File: config.mk
export PLATFORM = sky130hd
export DESIGN_NAME = gc_multilane_scheduler
export DESIGN_NICKNAME = d
export VERILOG_FILES = /design/src/rtl/gc_multilane_scheduler.sv
export SDC_FILE = /design/constraint.sdc
export NUM_CORES = 1
export LEC_CHECK = 0
export CORE_UTILIZATION = 60
export CTS_BUF_LIST = sky130_fd_sc_hd__clkbuf_8
export CTS_CLUSTER_DIAMETER = 40
export CTS_CLUSTER_SIZE = 14
export DETAILED_ROUTE_END_ITERATION = 8
export GPL_TIMING_DRIVEN = 1
export PLACE_DENSITY = 0.93
export SETUP_SLACK_MARGIN = 0.1
export SLEW_MARGIN = 20
export SYNTH_ARGS = -nofsm -noshare
export SYNTH_HDL_FRONTEND = slang
export SYNTH_SLANG_ARGS = --single-unit
File: constraint.sdc
create_clock -name clk -period 30 [get_ports clk]
set_input_delay 6 -clock clk [delete_from_list [all_inputs] [get_ports clk]]
set_output_delay 6 -clock clk [all_outputs]
set_load 0.05 [all_outputs]
File: src/rtl/gc_multilane_scheduler.sv
// Gate-issue controller: walks gid per sequential cycle, retires free-XOR gates inline and spreads
// the rest round-robin over NE GC-engine lanes. Stall counters exist when GC_SCHED_PERF_EN is defined.
module gc_sched_lane #(
  parameter int II = 10
) (
  input  logic clk,
  input  logic rst,
  input  logic issue,
  output logic busy
);
  localparam int BW = $clog2(II + 1);

  logic [BW-1:0] cnt;

  // The issue cycle itself is the first busy cycle, so II-1 more remain.
  always_ff @(posedge clk or posedge rst) begin
    if (rst)             cnt <= '0;
    else if (issue)      cnt <= BW'(II - 1);
    else if (cnt != '0)  cnt <= cnt - 1'b1;
  end

  assign busy = (cnt != '0);
endmodule

module gc_multilane_scheduler #(
  parameter int S   = 20,
  parameter int C_W = 16,
  parameter int NE  = 4,
  parameter int II  = 10,
  parameter int LAT = 11
) (
  input  logic           clk,
  input  logic           rst,
  input  logic           start,
  input  logic [C_W-1:0] cc_num,
  input  logic [S-1:0]   gate_size,
  input  logic           nl_ready,
  input  logic [3:0]     g_logic,
  input  logic           lbl_ready,
  output logic [S-1:0]   gid,
  output logic [C_W-1:0] cid,
  output logic           const_wr,
  output logic           xor_wr_en,
  output logic [NE-1:0]  issue_vld,
  output logic           gt_wr_en,
  output logic [2:0]     gt_lane,
  output logic [S-1:0]   ol_wr_addr,
  output logic [S-1:0]   gt_idx,
  output logic           done,
  output logic [31:0]    stall_lbl,
  output logic [31:0]    stall_lane
);
  // Gate types are 4-bit truth tables.
  localparam logic [3:0] XORGATE  = 4'b0110;
  localparam logic [3:0] XNORGATE = 4'b1001;
  localparam logic [3:0] NOTGATE  = 4'b0011;

  typedef enum logic [2:0] {ST_IDLE, ST_INIT, ST_WAIT, ST_GARBLE, ST_DRAIN, ST_DONE} state_t;

  state_t state, state_n;
  logic [S-1:0]   gid_n, and_cnt;
  logic [C_W-1:0] cid_n;
  logic [C_W:0]   cc_eff, cid_inc;
  logic [2:0]     rr, sel;
  logic           found, is_free, issue_any, clr;
  logic [NE-1:0]  lane_busy;

  logic [LAT-1:0]          vld_pipe;
  logic [LAT-1:0][2:0]     lane_pipe;
  logic [LAT-1:0][S-1:0]   gid_pipe, idx_pipe;

  assign is_free = (g_logic == XORGATE) || (g_logic == XNORGATE) || (g_logic == NOTGATE);
  assign cc_eff  = (cc_num == '0) ? {{C_W{1'b0}}, 1'b1} : {1'b0, cc_num};
  assign cid_inc = {1'b0, cid} + 1'b1;

  // Lowest free lane at or after the round-robin pointer.
  always_comb begin
    found = 1'b0;
    sel   = 3'd0;
    for (int k = 0; k < NE; k++) begin
      for (int l = 0; l < NE; l++) begin
        if (!found && (l == (int'(rr) + k) % NE) && !lane_busy[l]) begin
          found = 1'b1;
          sel   = 3'(l);
        end
      end
    end
  end

  for (genvar i = 0; i < NE; i++) begin : g_lane
    assign issue_vld[i] = issue_any && (sel == 3'(i));
    gc_sched_lane #(.II(II)) u_lane (
      .clk   (clk),
      .rst   (rst),
      .issue (issue_vld[i]),
      .busy  (lane_busy[i])
    );
  end

  always_comb begin
    state_n   = state;
    gid_n     = gid;
    cid_n     = cid;
    const_wr  = 1'b0;
    xor_wr_en = 1'b0;
    issue_any = 1'b0;
    clr       = 1'b0;
    case (state)
      ST_IDLE, ST_DONE: if (start) begin
        state_n = ST_INIT;
        gid_n   = '0;
        cid_n   = '0;
        clr     = 1'b1;
      end
      ST_INIT: begin
        const_wr = 1'b1;
        state_n  = nl_ready ? ST_GARBLE : ST_WAIT;
      end
      ST_WAIT: if (nl_ready) state_n = ST_GARBLE;
      ST_GARBLE: begin
        if (gid < gate_size) begin
          if (lbl_ready && (is_free || found)) begin
            gid_n     = gid + 1'b1;
            xor_wr_en = is_free;
            issue_any = !is_free;
          end
        end else begin
          state_n = ST_DRAIN;
        end
      end
      // Hold until every lane result has been written back.
      ST_DRAIN: if (vld_pipe == '0) begin
        if (cid_inc < cc_eff) begin
          state_n = ST_GARBLE;
          gid_n   = '0;
          cid_n   = cid + 1'b1;
        end else begin
          state_n = ST_DONE;
        end
      end
      default: state_n = ST_IDLE;
    endcase
  end

  always_ff @(posedge clk or posedge rst) begin
    if (rst) begin
      state   <= ST_IDLE;
      gid     <= '0;
      cid     <= '0;
      and_cnt <= '0;
      rr      <= 3'd0;
    end else begin
      state <= state_n;
      gid   <= gid_n;
      cid   <= cid_n;
      if (clr) begin
        and_cnt <= '0;
        rr      <= 3'd0;
      end else if (issue_any) begin
        and_cnt <= and_cnt + 1'b1;
        rr      <= (sel == 3'(NE - 1)) ? 3'd0 : sel + 3'd1;
      end
    end
  end

  // One issue per cycle, so a single shared LAT-deep pipe tracks every in-flight result.
  always_ff @(posedge clk or posedge rst) begin
    if (rst) begin
      vld_pipe  <= '0;
      lane_pipe <= '0;
      gid_pipe  <= '0;
      idx_pipe  <= '0;
    end else begin
      vld_pipe[0]  <= issue_any;
      lane_pipe[0] <= sel;
      gid_pipe[0]  <= gid;
      idx_pipe[0]  <= and_cnt;
      for (int k = 1; k < LAT; k++) begin
        vld_pipe[k]  <= vld_pipe[k-1];
        lane_pipe[k] <= lane_pipe[k-1];
        gid_pipe[k]  <= gid_pipe[k-1];
        idx_pipe[k]  <= idx_pipe[k-1];
      end
    end
  end

  assign gt_wr_en   = vld_pipe[LAT-1];
  assign gt_lane    = gt_wr_en ? lane_pipe[LAT-1] : 3'd0;
  assign ol_wr_addr = gt_wr_en ? gid_pipe[LAT-1]  : '0;
  assign gt_idx     = gt_wr_en ? idx_pipe[LAT-1]  : '0;
  assign done       = (state == ST_DONE);

`ifdef GC_SCHED_PERF_EN
  logic pend_gate, stall_l, stall_n;

  assign pend_gate = (state == ST_GARBLE) && (gid < gate_size);
  assign stall_l   = pend_gate && !lbl_ready;
  assign stall_n   = pend_gate && lbl_ready && !is_free && !found;

  always_ff @(posedge clk or posedge rst) begin
    if (rst) begin
      stall_lbl  <= '0;
      stall_lane <= '0;
    end else if (clr) begin
      stall_lbl  <= '0;
      stall_lane <= '0;
    end else begin
      if (stall_l && !(&stall_lbl))  stall_lbl  <= stall_lbl + 1'b1;
      if (stall_n && !(&stall_lane)) stall_lane <= stall_lane + 1'b1;
    end
  end
`else
  assign stall_lbl  = '0;
  assign stall_lane = '0;
`endif
endmodule
==> results.md <==
- Cts hold-fix bufs: 0
- Worst hold path class: register to register
- Critical path startpoint: gate_size[13]
- Max-capacitance violation count: 0
- Final routed wire length divided by cell count: about 18 um
- Leakage power: between 10 and 15 nW
- Synthesis Warnings: 0
- Starting density of the core: 0.6111
- Total instance count after detailed placement: roughly 1700
- Post-Route Skew: about 35 ps
- All-layer global routing usage: 0.2209
- Startpoint type of the worst setup path: primary input
- Worst Reg-to-Reg Cells: 14
- Critical Path AT: between 9000 and 10000 ps
- DR iter-0 viols: 520
- Standard-cell rows: 63
- Endpoint required time on the critical path: between 20000 and 25000 ps
- Count of distinct cell types in the synthesized netlist: 61
- Remaining global-route overflow: 0
- H-tree levels: 2
- Worst-path cell with the longest stage delay: clkdlybuf4s50_1
- Proportion of synthesized flip-flops having asynchronous set or reset: 1.000
- Post-synthesis average cell area: between 10 and 15 um2
- RSZ-0062 raised after global routing: no
- Number of buffers inserted by post-CTS setup repair: 0
- Vertical extent of the die: approximately 180 um
- Area of the core: about 30000 um2
- Area of the die: 30970 um2
- Area overhead of the layout relative to synthesis: 13.15%
- Synth area leaders: dfrtp_1 76%, ha_1 3.2%, buf_4 2.9%
- First-pass detailed-route iteration total: 5
- Post-Route Utilization: 0.6914
- Synth area leader: dfrtp_1
- Cell at the root of the clock tree: clkbuf_8
- Worst-case setup slack after placement: about 14000 ps
- Slew at the pin closest to its max-slew limit: slightly above 900 ps
- Final WL: ~32000 um
- Area used by multi-input combinational logic: ~3800 um2
- Number of hold-slack violations in the final timing report: 0
- Worst-skew pair later-pin latency: about 590 ps
- Vias in the first global route: 10080
- Number of port buffers: 130
- Maximum number of pins on one net before global-route repair: 168
- Via total after detailed routing: about 9600
- Top Ports: roughly 200
- Max Clock Freq: 63.51 MHz
- Final setup fails: 0
- Clock tree from TritonCTS: built
- Clock Pin Slew Worst Setup and Hold Paths: approximately 80 ps
- Levels on crit path: 11
- Detailed-placement wirelength estimate: 21600 um
- PnR worst setup slack: 14250 ps
- Worst Hold Path Cells: 0
- Gate family responsible for the most delay along the worst path: buffers and inverters
- Source of the worst hold timing path: gid_pipe[52]
- Via-to-Cell Ratio: ~5.4
- Worst slew slack as a fraction of its limit: 0.3941
- Routability congestion estimate: approximately 0.85
- Fill count: between 1500 and 2000
- Final worst path period share: 0.5249
- Fraction of synthesized cell area taken by the top area cell type: 0.7579
- Chain of cells forming the critical path: clkdlybuf4s50_1 -> inv_1 -> ha_1 -> a21oi_1 -> o21a_1 -> o211ai_1 -> a2111o_1 -> nor2_1 -> buf_4 -> and2_0 -> clkdlybuf4s50_1
- Number of nets with antenna violations after detailed routing: 0
- Hold Worst Slack: 326.3 ps
- Global-route wire length before repair: between 50000 and 60000 um
- Register area: about 14000 um2
- EDFF count, synth: 0
- Top cell by count, worst path: clkdlybuf4s50_1
- Drc violations: 0
- Die outline width: between 150 and 200 um
- Worst IR drop on VDD: slightly below 0.00006 V
- Number of buffer and inverter instances along the worst setup path: 4
- Post-layout min period: 15750 ps
- Antenna violations before repair: 0
- Count of mapped cells out of synthesis: 1229
- Number of max-slew violations in the final report: 0
- Result of the run: finished clean
- Delay of the slowest cell on the worst path: 840 ps
- Category of the critical setup timing path: primary input to primary output
- Start of the worst register-to-register path: cid[2]
- Maximum fanout along the worst path: 19
- Areal power density over the cells: just over 70 nW/um2
- Primary flip-flop cell chosen by synthesis mapping: dfrtp_1
- Max clock buf depth: 3
- Yosys reg bits: 550
- Sequential fraction of the synthesis area: 0.7579
- Clock net sink count: 550
- Post-route insts no fill: 1790
- Total clock buffers created by CTS: 50
- Number of nets in the layout: 1472
- Post-Syn Area: about 18000 um2
- Fraction of layout cells with a size suffix above 1: 0.07071
- Count of antenna diodes in the layout: 0
- CTS-repair resized insts: 0
- Kind of capture point of the worst setup path: primary output
- Fin Setup TNS: 0 ps
-- synth_stat cells (2+ instances only) --
cell type,n
buf_1,3
nand4_1,26
o21ai_0,29
and2_1,46
o22ai_1,3
a21o_1,4
xnor2_1,31
a211o_1,3
nor4_1,15
nor3_1,20
a221oi_1,3
clkbuf_1,23
nor3b_1,3
o21a_1,3
nand2_1,37
or3_1,5
nand2b_1,5
and4_1,4
a21oi_1,35
dfrtp_1,550
or4_1,16
buf_4,70
or3b_2,3
inv_1,59
o21bai_1,2
or2_2,2
and2_0,2
o21ai_1,3
nor2_1,50
a31oi_1,2
mux2i_1,3
xor2_1,7
a221o_1,2
buf_2,5
and3_1,13
buf_6,3
a2111o_1,2
o31ai_1,25
ha_1,47
a211oi_1,6
a311o_1,2
mux2_2,7
nand3_1,27
nor2b_1,6
-- metal layers --
metal | vias to the layer above | GRT usage | part of all wire
li1 | 4285 | - | -
met1 | 4871 | 0.2788 | 0.38
met2 | 373 | 0.3895 | 0.53
met3 | 74 | 0.04005 | 0.062
met4 | 0 | 0.07065 | 0.025
met5 | - | 0 | 0
-- worst reg2reg max path: stages (launching register included) --
cell,delay (ps)
dfrtp_1,490
and2_1,210
nand4_1,300
nor3_1,670
nand3_1,180
xnor2_1,190
ha_1,210
a21o_1,160
a21oi_1,130
o21ai_1,80
nor2_1,410
a21oi_1,130
buf_4,230
nor2_2,680
mux2_2,410
-- stage by stage --
step / cell area (um2) / total power, mW
finish: 20550 / 1.459
global route: 20550 / 1.532
detailed placement: 19590 / 1.057
global placement: 19580 / 1.041
floorplan: 18400 / 1.007
CTS: 20510 / 1.471
-- registers in the layout (all words and copies together), names as in the netlist --
register / flops
state: 3
idx_pipe: 220
vld_pipe: 11
gid_pipe: 220
g_lane.u_lane.cnt: 16
cid: 16
lane_pipe: 22
gid: 20
rr: 2
and_cnt: 20
-- cell usage in the layout, fill, tap and decap left out, types with 5 or more instances in the layout --
cell,n
dfrtp_1,549
clkdlybuf4s50_1,130
conb_1,65
inv_1,60
clkbuf_8,56
nor2_1,49
ha_1,47
and2_1,46
nand2_1,37
a21oi_1,35
xnor2_1,31
o21ai_0,29
nand3_1,27
nand4_1,26
o31ai_1,25
nor3_1,20
or4_1,16
nor4_1,15
and3_1,13
xor2_1,7
mux2_2,7
buf_4,7
a211oi_1,6
nor2b_1,6
nand2b_1,5
or3_1,5
-- where the power goes --
part	switching, mW	internal [mW]	leakage (nW)
logic	0.147	0.0712	2.35
registers	0.0367	0.792	7.61
clock network	0.230	0.182	0.474
total	0.414	1.04	10.4
-- cell type report --
type,count,share of cell area
tap,390,0.02375
clock inverter,16,0.007734
sequential,550,0.6699
inverter,59,0.01139
timing repair buffer,139,0.06698
multi-input combinational,580,0.1827
clock buffer,56,0.03751
-- final timing paths --
path	endpoint	slack (ps)
worst min-delay path	gid_pipe[72]	330
worst min register to register	gid_pipe[72]	330
worst max register to register	cid[15]	25400
min in group asynchronous	gid_pipe[212]	5990
worst max-delay path	issue_vld[1]	14250
max in group asynchronous	idx_pipe[102]	21890
-- kinds of logic (layout without fill, tap and decap cells) --
family / count (synthesis) / after routing / synth area share
adder cells (fa/ha/maj): 47 / 47 / 0.03238
multiplexers: 10 / 10 / 0.005995
AND/OR/NAND/NOR: 286 / 286 / 0.08709
other: 1 / 65 / 0.0002065
AO/OA/AOI/OAI: 134 / 134 / 0.04837
flip-flops: 550 / 550 / 0.7579
XOR/XNOR: 38 / 38 / 0.01833
buffers and inverters: 163 / 270 / 0.04974
No activity file was read; power rests on OpenSTA's default activity.
